[src/rtl/mem_stage_mq.sv]
// mem_stage_mq: multi-entry MEM stage; matches in-order load responses, extracts sub-word data,
// and drops responses for loads cancelled by a WB flush. Option: MS_RDATA_BYPASS_EN.
module mem_stage_mq #(
  parameter int unsigned DEPTH  = 2,
  parameter int unsigned SIDE_W = 64,
  parameter int unsigned CNT_W  = $clog2(DEPTH) + 2
) (
  input  logic              clk,
  input  logic              resetn,
  input  logic              es_to_ms_valid,
  output logic              ms_allowin,
  input  logic [31:0]       es_pc,
  input  logic [31:0]       es_alu_result,
  input  logic [4:0]        es_dest,
  input  logic              es_gr_we,
  input  logic [2:0]        es_ld_type,
  input  logic              es_ex,
  input  logic              es_eret,
  input  logic [SIDE_W-1:0] es_side,
  input  logic              ws_allowin,
  output logic              ms_to_ws_valid,
  output logic [31:0]       ms_pc,
  output logic [31:0]       ms_final_result,
  output logic [3:0]        ms_rf_we,
  output logic [4:0]        ms_dest,
  output logic              ms_ex,
  output logic [SIDE_W-1:0] ms_side,
  output logic              ms_handle_ex,
  input  logic [31:0]       data_sram_rdata,
  input  logic              data_sram_dataok,
  input  logic              ws_handle_ex,
  output logic [CNT_W-1:0]  ms_ld_outstanding
);

  localparam int unsigned PW = $clog2(DEPTH);

  typedef enum logic [2:0] {LdNone, LdLb, LdLbu, LdLh, LdLhu, LdLw, LdLwl, LdLwr} ld_e;

  typedef struct packed {
    logic              valid;
    logic              is_load;
    logic              data_vld;
    logic [31:0]       pc;
    logic [31:0]       alu;
    logic [4:0]        dest;
    logic              gr_we;
    ld_e               ld_type;
    logic              ex;
    logic              eret;
    logic [SIDE_W-1:0] side;
    logic [31:0]       data;
  } ent_t;

  ent_t             ent_q [DEPTH];
  ent_t             ent_d [DEPTH];
  logic [PW-1:0]    head_q, head_d, tail_q, tail_d;
  logic [CNT_W-1:0] count_q, count_d, drop_q, drop_d;

  logic             push, pop, consume, drop_dec, tgt_found, byp_hit, head_done;
  logic [PW-1:0]    tgt_idx, scan_idx;
  logic [CNT_W-1:0] wait_cnt;
  ent_t             head;
  logic [31:0]      ld_data, res;
  logic [3:0]       we;
  logic [1:0]       ld_off;
  logic [7:0]       sel_byte;
  logic [15:0]      sel_half;

  assign ms_allowin = (count_q != CNT_W'(DEPTH));
  assign push       = es_to_ms_valid && ms_allowin;
  assign pop        = ms_to_ws_valid && ws_allowin;
  assign consume    = data_sram_dataok && (drop_q == '0) && tgt_found;
  assign drop_dec   = data_sram_dataok && (drop_q != '0);

  // Scan from head so the first hit is the oldest load still waiting for data.
  always_comb begin
    tgt_found = 1'b0;
    tgt_idx   = head_q;
    scan_idx  = head_q;
    wait_cnt  = '0;
    for (int i = 0; i < DEPTH; i++) begin
      scan_idx = head_q + PW'(i);
      if (!tgt_found && ent_q[scan_idx].valid && ent_q[scan_idx].is_load &&
          !ent_q[scan_idx].data_vld) begin
        tgt_found = 1'b1;
        tgt_idx   = scan_idx;
      end
      if (ent_q[i].valid && ent_q[i].is_load && !ent_q[i].data_vld) begin
        wait_cnt = wait_cnt + CNT_W'(1);
      end
    end
  end

  assign head = ent_q[head_q];

`ifdef MS_RDATA_BYPASS_EN
  assign byp_hit = consume && (tgt_idx == head_q);
  assign ld_data = byp_hit ? data_sram_rdata : head.data;
`else
  assign byp_hit = 1'b0;
  assign ld_data = head.data;
`endif

  assign head_done = head.valid && (!head.is_load || head.data_vld || byp_hit);
  assign ld_off    = head.alu[1:0];
  assign sel_byte  = ld_data[{ld_off, 3'b000} +: 8];
  assign sel_half  = ld_off[1] ? ld_data[31:16] : ld_data[15:0];

  always_comb begin
    res = head.alu;
    we  = {4{head.gr_we}};
    if (head.is_load) begin
      case (head.ld_type)
        LdLb:    res = {{24{sel_byte[7]}}, sel_byte};
        LdLbu:   res = {24'b0, sel_byte};
        LdLh:    res = {{16{sel_half[15]}}, sel_half};
        LdLhu:   res = {16'b0, sel_half};
        LdLw:    res = ld_data;
        LdLwl: begin
          res = ld_data << {~ld_off, 3'b000};
          we  = 4'b1111 << ~ld_off;
        end
        LdLwr: begin
          res = ld_data >> {ld_off, 3'b000};
          we  = 4'b1111 >> ld_off;
        end
        default: ;
      endcase
    end
  end

  assign ms_to_ws_valid    = head_done;
  assign ms_pc             = head.pc;
  assign ms_final_result   = res;
  assign ms_rf_we          = we;
  assign ms_dest           = head.dest;
  assign ms_ex             = head.valid && head.ex;
  assign ms_side           = head.side;
  assign ms_handle_ex      = head.valid && (head.ex || head.eret);
  assign ms_ld_outstanding = wait_cnt + drop_q;

  always_comb begin
    ent_d   = ent_q;
    head_d  = head_q;
    tail_d  = tail_q;
    count_d = count_q + CNT_W'(push) - CNT_W'(pop);
    if (consume) begin
      ent_d[tgt_idx].data_vld = 1'b1;
      ent_d[tgt_idx].data     = data_sram_rdata;
    end
    if (pop) begin
      ent_d[head_q].valid = 1'b0;
      head_d              = head_q + PW'(1);
    end
    if (push) begin
      ent_d[tail_q].valid    = 1'b1;
      ent_d[tail_q].is_load  = (es_ld_type != 3'd0) && !es_ex;
      ent_d[tail_q].data_vld = 1'b0;
      ent_d[tail_q].pc       = es_pc;
      ent_d[tail_q].alu      = es_alu_result;
      ent_d[tail_q].dest     = es_dest;
      ent_d[tail_q].gr_we    = es_gr_we;
      ent_d[tail_q].ld_type  = ld_e'(es_ld_type);
      ent_d[tail_q].ex       = es_ex;
      ent_d[tail_q].eret     = es_eret;
      ent_d[tail_q].side     = es_side;
      ent_d[tail_q].data     = '0;
      tail_d                 = tail_q + PW'(1);
    end
    if (ws_handle_ex) begin
      for (int i = 0; i < DEPTH; i++) ent_d[i].valid = 1'b0;
      head_d  = '0;
      tail_d  = '0;
      count_d = '0;
    end
    // wait_cnt already includes a load that takes this cycle's data, so take it back out.
    drop_d = drop_q + (ws_handle_ex ? wait_cnt : '0) - CNT_W'(ws_handle_ex && consume)
             - CNT_W'(drop_dec);
  end

  always_ff @(posedge clk or negedge resetn) begin
    if (!resetn) begin
      for (int i = 0; i < DEPTH; i++) ent_q[i] <= '0;
      head_q  <= '0;
      tail_q  <= '0;
      count_q <= '0;
      drop_q  <= '0;
    end else begin
      ent_q   <= ent_d;
      head_q  <= head_d;
      tail_q  <= tail_d;
      count_q <= count_d;
      drop_q  <= drop_d;
    end
  end

  assert property (@(posedge clk) disable iff (!resetn)
    data_sram_dataok |-> (drop_q != '0 || tgt_found));
  assert property (@(posedge clk) disable iff (!resetn) drop_q <= CNT_W'(DEPTH));

endmodule

[config.mk]
export PLATFORM = sky130hd
export DESIGN_NAME = mem_stage_mq
export DESIGN_NICKNAME = d
export VERILOG_FILES = /design/src/rtl/mem_stage_mq.sv
export SDC_FILE = /design/constraint.sdc
export NUM_CORES = 1
export LEC_CHECK = 0
export ABC_AREA = 0
export BUFFER_PORTS_ARGS = -buffer_cell sky130_fd_sc_hd__clkbuf_2
export CAP_MARGIN = 20
export CORE_UTILIZATION = 53
export DETAILED_ROUTE_END_ITERATION = 6
export PLACE_DENSITY = 0.79
export SYNTH_ARGS = -nofsm -noshare
export SYNTH_HDL_FRONTEND = slang
export SYNTH_SLANG_ARGS = --single-unit
[constraint.sdc]
create_clock -name clk -period 10.29 [get_ports clk]
set_input_delay 0 -clock clk [delete_from_list [all_inputs] [get_ports clk]]
set_output_delay 0 -clock clk [all_outputs]
set_load 0.005 [all_outputs]
Yosys cells after proc, flatten, opt, wreduce, memory -nomap -nowiden. Cells that the tools add are included.

Output and inout bits: 144. Input port bits: 177. Register bits: 356.

Reductions and logical operators: 36. Add/sub/neg operators: 9. $lt $le $gt $ge: 7. Multiplexer cells: 72. Equal/unequal tests: 8. Shift-type cells: 5. Bitwise logic cells: 5.

Operator list (number): $bwmux W348 (15); $demux W174 S1 (15); $mux W174 (8); $mux W348 (3); $mux W172 (2); $pmux W32 S7 (1); $mux W173 (1); $mux W171 (1); $mux W139 (1); $mux W107 (1); $mux W102 (1); $mux W101 (1); $mux W98 (1); $mux W97 (1); $mux W32 (3); $mux W96 (1); $shiftx A32 B6 Y8 (1); $shl A32 B5 Y32 (1); $shr A32 B5 Y32 (1); $logic_and A1 B1 Y1 (22); $mux W16 (1); $eq A3 B3 Y1 const B (4); $mux W1 (10); $mux W3 (3); 21 further kinds (43).

Depth between registers and ports, before layout. Gate-level depths: netlist of the first run.

Depth after elaboration: 36. Depth in mapped cells: 15. Gate-level depth less buffers: 11.

Worst setup path after synthesis of the first run. No wires, ideal clock.

Path kind: reg2reg. From: register head_q. To: register drop_q[2]. Setup slack: 6.790 ns. Library setup time: 0.080 ns. Arrival: 3.420 ns. Stages on the path, launching flop included: 16. Required time: 10.210 ns. Path through: dfrtp_1 > buf_6 > buf_6 > buf_4 > buf_4 > buf_4 > a21oi_1 > nor2_1 > o2111a_1 > fa_1 > fa_1 > inv_1 > ha_1 > fa_1 > xnor2_1 > xnor2_1.

Cells in the longest elaborated chain, start to end: 16.

RTL lines: start: declaration (RTL line 56) `logic [PW-1:0] head_q, head_d, tail_q, tail_d;`; start signal: assignment (RTL line 184) `head_q <= '0;`; start signal: assignment (RTL line 190) `head_q <= head_d;`; $not A1 Y2 (implied by the code) (RTL line 83, 84); $mux W174 (implied by the code) (3 in a row) (RTL line 83) `if (!tgt_found && ent_q[scan_idx].valid && ent_q[scan_idx].is_load &&`; $logic_and A1 B1 Y1 / $logic_not A1 Y1 (equally long branches) (RTL line 83, 84); $logic_and A1 B1 Y1 (RTL line 83); $mux W1 (RTL line 83); $logic_not A1 Y1 (RTL line 83); $logic_and A1 B1 Y1 (3 in a row) (RTL line 83); $mux W1 * (RTL line 83); $logic_and A1 B1 Y1 * (RTL line 72) `assign consume = data_sram_dataok && (drop_q == '0) && tgt_found;`; $logic_and A1 B1 Y1 * (RTL line 177) `drop_d = drop_q + (ws_handle_ex ? wait_cnt : '0) - CNT_W'(ws_handle_ex && consume)`; $sub A3 B1 Y3 * (RTL line 177); $sub A3 B1 Y3 * (RTL line 178) `- CNT_W'(drop_dec);`; net drop_d[2] (RTL line 57) `logic [CNT_W-1:0] count_q, count_d, drop_q, drop_d;`; end signal: assignment (RTL line 193) `drop_q <= drop_d;`; end: declaration (RTL line 57).

Mark *: on every way through the listed nets, which the timed path passes. The rest lies on a longest branch. The select of a mux whose other input is x is not followed. A chain may end at the register's enable or synchronous reset.

Final worst setup path of the first run.
From: register head_q. To: output ms_final_result[15].

Cells in the longest elaborated chain, start to end: 8.

RTL lines: $not A1 Y2 (implied by the code) * (RTL line 94) `assign head = ent_q[head_q];`; $mux W174 (implied by the code) * (3 in a row) (RTL line 94); parallel branches: the longest is 3 deep, another holds $shiftx A32 B6 Y8; $mux W32 * (RTL line 112) `if (head.is_load) begin`; end: declaration (RTL line 23) `output logic [31:0] ms_final_result,`.

Every way passes the cells marked *. The select of a mux whose other input is x is not followed.

==> results.py, run 1 <==
metrics = {
    "global_route": {
        "antenna_found_initial": 9,
        "track_usage_pct": 29.4,
        "grt_max_degree": 127,
        "grt_pass1_vias": 14200,
        "grt.overflow.total": 0,
        "grt_pass1_wl_um": 77800,
    },
    "worst_setup_path": {
        "crit_path_top_delay_cell": "dfrtp_4",
        "cp_cell_sequence": "buf_4 > mux2_2 > nor2_1 > a311oi_4 > a32oi_1 > clkbuf_2",
        "crit_family": "compound AO/OA/AOI/OAI gates",
        "startpoint_type": "flip-flop",
        "cp_num_buf_inv": 2,
        "path_class": "reg -> out",
        "cp_max_fo": 69,
        "worstPathRequired_ns": 10.29,
        "crit_path_end_kind": "output port",
        "slowest_delay_ns": 1.00,
        "cp_data_arrival_time_ns": 4.87,
    },
    "clock_tree": {
        "cts_buffers": 40,
        "cts_tree": "yes",
        "numClockSinks": 356,
        "cts_resized": 0,
        "cts_max_path_buffers": 3,
        "root_buffer": "clkbuf_16",
        "clock_latency_ns": 0.55,
        "htreeDepth": 2,
        "clk_pin_slew_worst_paths_ns": 0.06,
    },
    "yosys": {
        "yosysUniqueCellTypes": 62,
        "ys_seq_area_share_pct": 50.2,
        "synth_edf_count": 0,
        "synthArstFlopShare_pct": 100,
        "synth-main-ff-cell": "dfrtp_1",
        "syn_inst": 1400,
        "syn-cell-area_um2": 17800,
        "synth_fp_nets": 1588,
        "yosysWarnings": 0,
        "synth.avg_cell_area_um2": 12.7,
        "synth_seq_cells": 356,
    },
    "timing": {
        "fmax_mhz": 205,
        "timing.setup.tns_ns": 0,
        "fin_crit_sh_pct": 47.3,
        "drv_slew": 0,
        "final_hold_viol_count": 0,
        "worstMarginPinSlew_ns": 1.09,
        "period_minus_slack_ns": 4.87,
        "fin_skew_ns": 0.0292,
        "worst_slack_ns": 5.42,
        "timing.slew.headroom_pct": 25.7,
        "rsz0062_at_grt": "false",
        "setup_viol": 0,
    },
    "final_layout": {
        "fin_nets": 2050,
        "nFillCells": 2228,
        "ff_latch_area_um2": 8910,
        "area_growth_syn_to_layout_pct": 27.1,
        "drive_above_1_share_pct": 44.7,
        "multi_input_area_um2": 8260,
    },
    "route": {
        "viasPerCell": 5.70,
        "first_iter_violations": 1122,
        "drt_wl_total_um": 50100,
        "dr.pass1.iters": 6,
        "ant_nets": 0,
        "drc_errors": 0,
        "num_vias": 13300,
        "wl_per_cell_um": 21.4,
    },
    "flow_run": {
        "maxCapViolCount": 0,
    },
    "die": {
        "ioPinCount": 321,
        "die_w_um": 185,
        "fp.dieH_um": 185,
        "start_util_pct": 54.1,
        "core_area_um2": 32800,
        "rows": 66,
        "dieArea_um2": 34200,
    },
    "place": {
        "place_ws_ns": 6.05,
        "globalplace.congestion": 1.03,
        "dp_hpwl_um": 32100,
        "io_buffers": 320,
    },
    "worst_hold_path": {
        "hold_class": "in -> async",
    },
    "power_and_ir_drop": {
        "power_density_nw_per_um2": 249,
        "p_leak_nw": 9.90,
        "vdd_drop_max_mv": 0.203,
    },
    "status": {
        "status": "complete, no violations",
    },
}
## power by group
part           switching (mW)  internal [mW]  leakage [nW]  total [mW]
sequential              0.304           1.90          4.34        2.21
combinational            1.02           1.05          4.97        2.07
clock                   0.574          0.762         0.582        1.34
## timing repair
item | CTS | global route
hold buffers | 177 | 0
setup buffers | 0 | 0
hold endpoints to repair | 476 | 0
## flip-flops by register name (all words and copies together), names as in the netlist
name,flops
head_q,1
count_q,3
drop_q,3
tail_q,1
ent_q,348
## cells in the final DEF (no fill, tap or decap), types with 4 or more instances in the layout
master         netlist  final
a21oi_1             51     51
nor2_1              72     70
nand3_1             14     12
mux2_2             418    418
clkinv_2             0      5
clkbuf_2             0    319
dlygate4sd3_1        0    177
nor2_2               4      4
nor2b_1              9      8
a32oi_1              8      8
a22oi_2             10     10
clkinvlp_4           0      4
dfrtp_1            356    355
a22oi_1             21     21
buf_4               31     14
mux2i_1             96     95
o22ai_1              9      9
nand2_1             96     96
o21ai_0             24     24
diode_2              0      7
clkbuf_1            14     12
inv_1               18     18
a222oi_1             4      4
clkbuf_16            0     40
a221oi_1            16     16
nor3_1               8      8
a211oi_1             5      5
fa_1                 5      5
ha_1                 6      6
clkbuf_8             0      6
xnor2_1              6      6
## synth_stat cells, types with 8 or more instances
cell | count | area share, %
a21oi_1 | 51 | 1.4
a221oi_1 | 16 | 0.79
a22oi_1 | 21 | 0.89
a22oi_2 | 10 | 0.70
a32oi_1 | 8 | 0.39
buf_2 | 41 | 1.2
buf_4 | 31 | 1.3
clkbuf_1 | 14 | 0.30
dfrtp_1 | 356 | 50
inv_1 | 18 | 0.38
mux2_2 | 418 | 27
mux2i_1 | 96 | 5.4
nand2_1 | 96 | 2.0
nand3_1 | 14 | 0.39
nor2_1 | 72 | 1.5
nor2b_1 | 9 | 0.32
nor3_1 | 8 | 0.23
o21ai_0 | 24 | 0.68
o22ai_1 | 9 | 0.32
## kinds of logic after synthesis
| logic type | Yosys count | synth area share (%) |
|---|---|---|
| muxes | 520 | 32.5 |
| DFF | 356 | 50.2 |
| and+or+nand+nor | 222 | 5.41 |
| AOI/OAI and AO/OA | 174 | 7.04 |
| buffers and inverters | 111 | 3.55 |
| adders and majority gates | 11 | 0.987 |
| xor gates and xnor gates | 6 | 0.296 |
## stage by stage
step	std cells	cell area (um2)	hold WS (ns)	power, mW	utilization [%]
global placement	2083	19500	0.172	4.06	59.5
finish	2338	22600	0.174	5.61	68.8
detailed placement	2083	19500	0.186	4.16	59.5
floorplan	1400	17800	-0.296	3.45	-
global route	2337	22600	0.244	5.90	68.8
CTS	2329	22500	0.212	5.56	68.6
## area by class of cell
class	count	share of cell area, %
repair buffers	513	15.7
flip-flops and latches	356	39.5
clock buffers	58	5.00
multi-input cells	933	36.6
diodes	7	0.0777
clock inverters	11	0.355
well taps	442	2.45
inverters	18	0.300
## worst reg2reg max path, delay by kind of cell (launching register included)
| family | cells | cell delay (ns) |
|---|---|---|
| adders and majority gates | 4 | 1.58 |
| AOI/OAI and AO/OA | 1 | 0.29 |
| xor gates and xnor gates | 2 | 0.33 |
| muxes | 1 | 0.46 |
| and+or+nand+nor | 1 | 0.11 |
| DFF | 1 | 1.00 |
| buffers and inverters | 1 | 0.05 |
## metal layers
layer  part of all wire, %  routed length, um  vias to the layer above  track usage, %
met2                    50              24900                      556            50.6
met1                    39              19500                     6650            35.9
met3                   8.2               4090                      118            7.63
met4                   3.2               1620                        4            9.82
met5                 0.056                 28                        -               0
li1                      -                  -                     6002               -
## worst paths after layout
path	slack, ns	depth (start not counted)	from	endpoint
setup / recovery	5.42	6	head_q$_DFFE_PN0P_	ms_final_result[15]
hold / removal	0.17	2	resetn	count_q[1]$_DFF_PN0_
setup reg to reg	6.38	10	head_q$_DFFE_PN0P_	drop_q[2]$_DFF_PN0_
hold reg to reg	0.50	1	ent_q[275]$_DFFE_PN0P_	ent_q[275]$_DFFE_PN0P_
max in group asynchronous	7.75	4	resetn	ent_q[155]$_DFFE_PN0P_
min in group clk	0.24	3	es_side[39]	ent_q[245]$_DFFE_PN0P_
Power figures use the tool's default switching activity.
==> run 2, diff against run 1 <==
==> constraint.sdc (replaced) <==
create_clock -name clk -period 5.1 [get_ports clk]
set_input_delay 0 -clock clk [delete_from_list [all_inputs] [get_ports clk]]
set_output_delay 0 -clock clk [all_outputs]
set_load 0.005 [all_outputs]
==> results.py, run 2 (synthesized netlist as in run 1, its figures left out) <==
metrics = {
    "status": {
        "status": "complete, no violations",
    },
    "route": {
        "first_iter_violations": 1280,
        "drc_errors": 0,
        "dr.pass1.iters": 6,
        "viasPerCell": 5.77,
        "ant_nets": 0,
        "num_vias": 13500,
        "drt_wl_total_um": 50800,
        "wl_per_cell_um": 21.7,
    },
    "place": {
        "dp_hpwl_um": 31600,
        "globalplace.congestion": 1.00,
        "place_area_um2": 19600,
        "io_buffers": 320,
        "placedCellCount": 2087,
    },
    "final_layout": {
        "regMostFlops": "ent_q",
        "ff_latch_area_um2": 8910,
        "reg_top3": "ent_q (348), count_q (3), drop_q (3)",
        "largest_reg_flops": 348,
        "final_cells": 2341,
        "multi_input_area_um2": 8260,
        "area_growth_syn_to_layout_pct": 27.9,
        "fin_nets": 2051,
        "drive_above_1_share_pct": 45.2,
        "final_cell_mix": "mux2_2, dfrtp_1, clkbuf_2, dlygate4sd3_1, nand2_1",
        "layout_commonest_cell": "mux2_2",
        "nFillCells": 2209,
        "stdcell_area_um2": 22700,
    },
    "die": {
        "dieArea_um2": 34200,
        "rows": 66,
        "start_util_pct": 54.1,
        "die_w_um": 185,
        "core_area_um2": 32800,
        "fp.dieH_um": 185,
        "ioPinCount": 321,
    },
    "timing": {
        "final_hold_viol_count": 0,
        "timing.slew.headroom_pct": 31.9,
        "fmax_mhz": 231,
        "drv_slew": 0,
        "fin_crit_sh_pct": 84.7,
        "timing.setup.tns_ns": 0,
        "period_minus_slack_ns": 4.32,
        "worstMarginPinSlew_ns": 1.02,
        "fin_skew_ns": 0.0151,
        "rsz0062_at_grt": "false",
        "setup_viol": 0,
    },
    "worst_setup_path": {
        "crit_family": "compound AO/OA/AOI/OAI gates",
        "cp_num_buf_inv": 2,
        "cp_max_fo": 49,
        "crit_path_end_kind": "output port",
        "slowest_delay_ns": 0.82,
        "worstPathRequired_ns": 5.10,
        "crit_path_top_delay_cell": "dfrtp_4",
        "startpoint_type": "flip-flop",
        "path_class": "reg -> out",
        "cp_cell_sequence": "buf_4 > mux2_4 > mux2i_4 > nor3_1 > a311oi_2 > a41oi_1 > clkbuf_2",
        "cp_data_arrival_time_ns": 4.32,
    },
    "worst_hold_path": {
        "hold_class": "in -> async",
    },
    "clock_tree": {
        "cts_setup_buffers": 0,
        "clk_pin_slew_worst_paths_ns": 0.06,
        "cts_hold_buf": 176,
        "cts_resized": 0,
        "root_buffer": "clkbuf_16",
        "clock_latency_ns": 0.55,
        "cts_max_path_buffers": 3,
        "numClockSinks": 356,
        "htreeDepth": 2,
        "cts_buffers": 39,
        "cts_tree": "yes",
    },
    "power_and_ir_drop": {
        "p_leak_nw": 9.99,
        "power_density_nw_per_um2": 512,
        "vdd_drop_max_mv": 0.361,
    },
    "global_route": {
        "grt.overflow.total": 0,
        "antenna_found_initial": 9,
        "grt_pass1_wl_um": 78800,
        "grt_max_degree": 152,
        "track_usage_pct": 29.7,
        "grt_pass1_vias": 14200,
    },
    "flow_run": {
        "maxCapViolCount": 0,
    },
}
-- run 2: layout make-up --
type                            instances  share of cell area (%)
Multi-Input combinational cell        933                    36.4
Sequential cell                       356                    39.2
Antenna cell                            7                  0.0771
Clock buffer                           52                    4.86
Inverter                               18                   0.298
Clock inverter                         18                   0.975
Tap cell                              442                    2.44
Timing Repair Buffer                  515                    15.8
-- run 2: power by group --
group | leakage [nW] | total [mW] | switching (mW) | internal [mW]
logic | 5.00 | 4.23 | 2.10 | 2.13
registers | 4.34 | 4.44 | 0.606 | 3.84
clock network | 0.656 | 2.95 | 1.21 | 1.74
-- run 2: metrics by stage --
stage / util (%) / hold WS [ns] / power (mW) / setup slack, ns
floorplan: - / -0.296 / 6.95 / 1.60
CTS: 69.2 / 0.0418 / 11.5 / 0.905
global placement: 59.7 / 0.0215 / 8.21 / 1.55
finish: 69.3 / 0.0265 / 11.6 / 0.778
global route: 69.3 / 0.0807 / 12.2 / 0.621
detailed placement: 59.7 / 0.0237 / 8.40 / 1.49
-- run 2: path summary, 6_finish.rpt --
path                                        start                     end  slack (ns)  cells after the start
max                            head_q$_DFFE_PN0P_     ms_final_result[14]        0.78                      7
min                                        resetn      tail_q$_DFFE_PN0P_        0.03                      2
max reg2reg                    head_q$_DFFE_PN0P_     drop_q[2]$_DFF_PN0_        1.48                     10
min reg2reg                ent_q[289]$_DFFE_PN0P_  ent_q[289]$_DFFE_PN0P_        0.50                      1
max in group asynchronous                  resetn   ent_q[86]$_DFFE_PN0P_        3.85                      3
min in group clk                      es_side[41]  ent_q[247]$_DFFE_PN0P_        0.24                      3
-- run 2: per-layer routing --
metal  global-route usage [%]  wire length [um]  part of all wire [%]  up-vias
li1                         -                 -                     -     6003
met1                     36.6             20000                    39     6754
met2                     49.2             24700                    49      588
met3                     8.43              4400                   8.7      143
met4                     11.6              1680                   3.3        8
met5                        0                65                  0.13        -
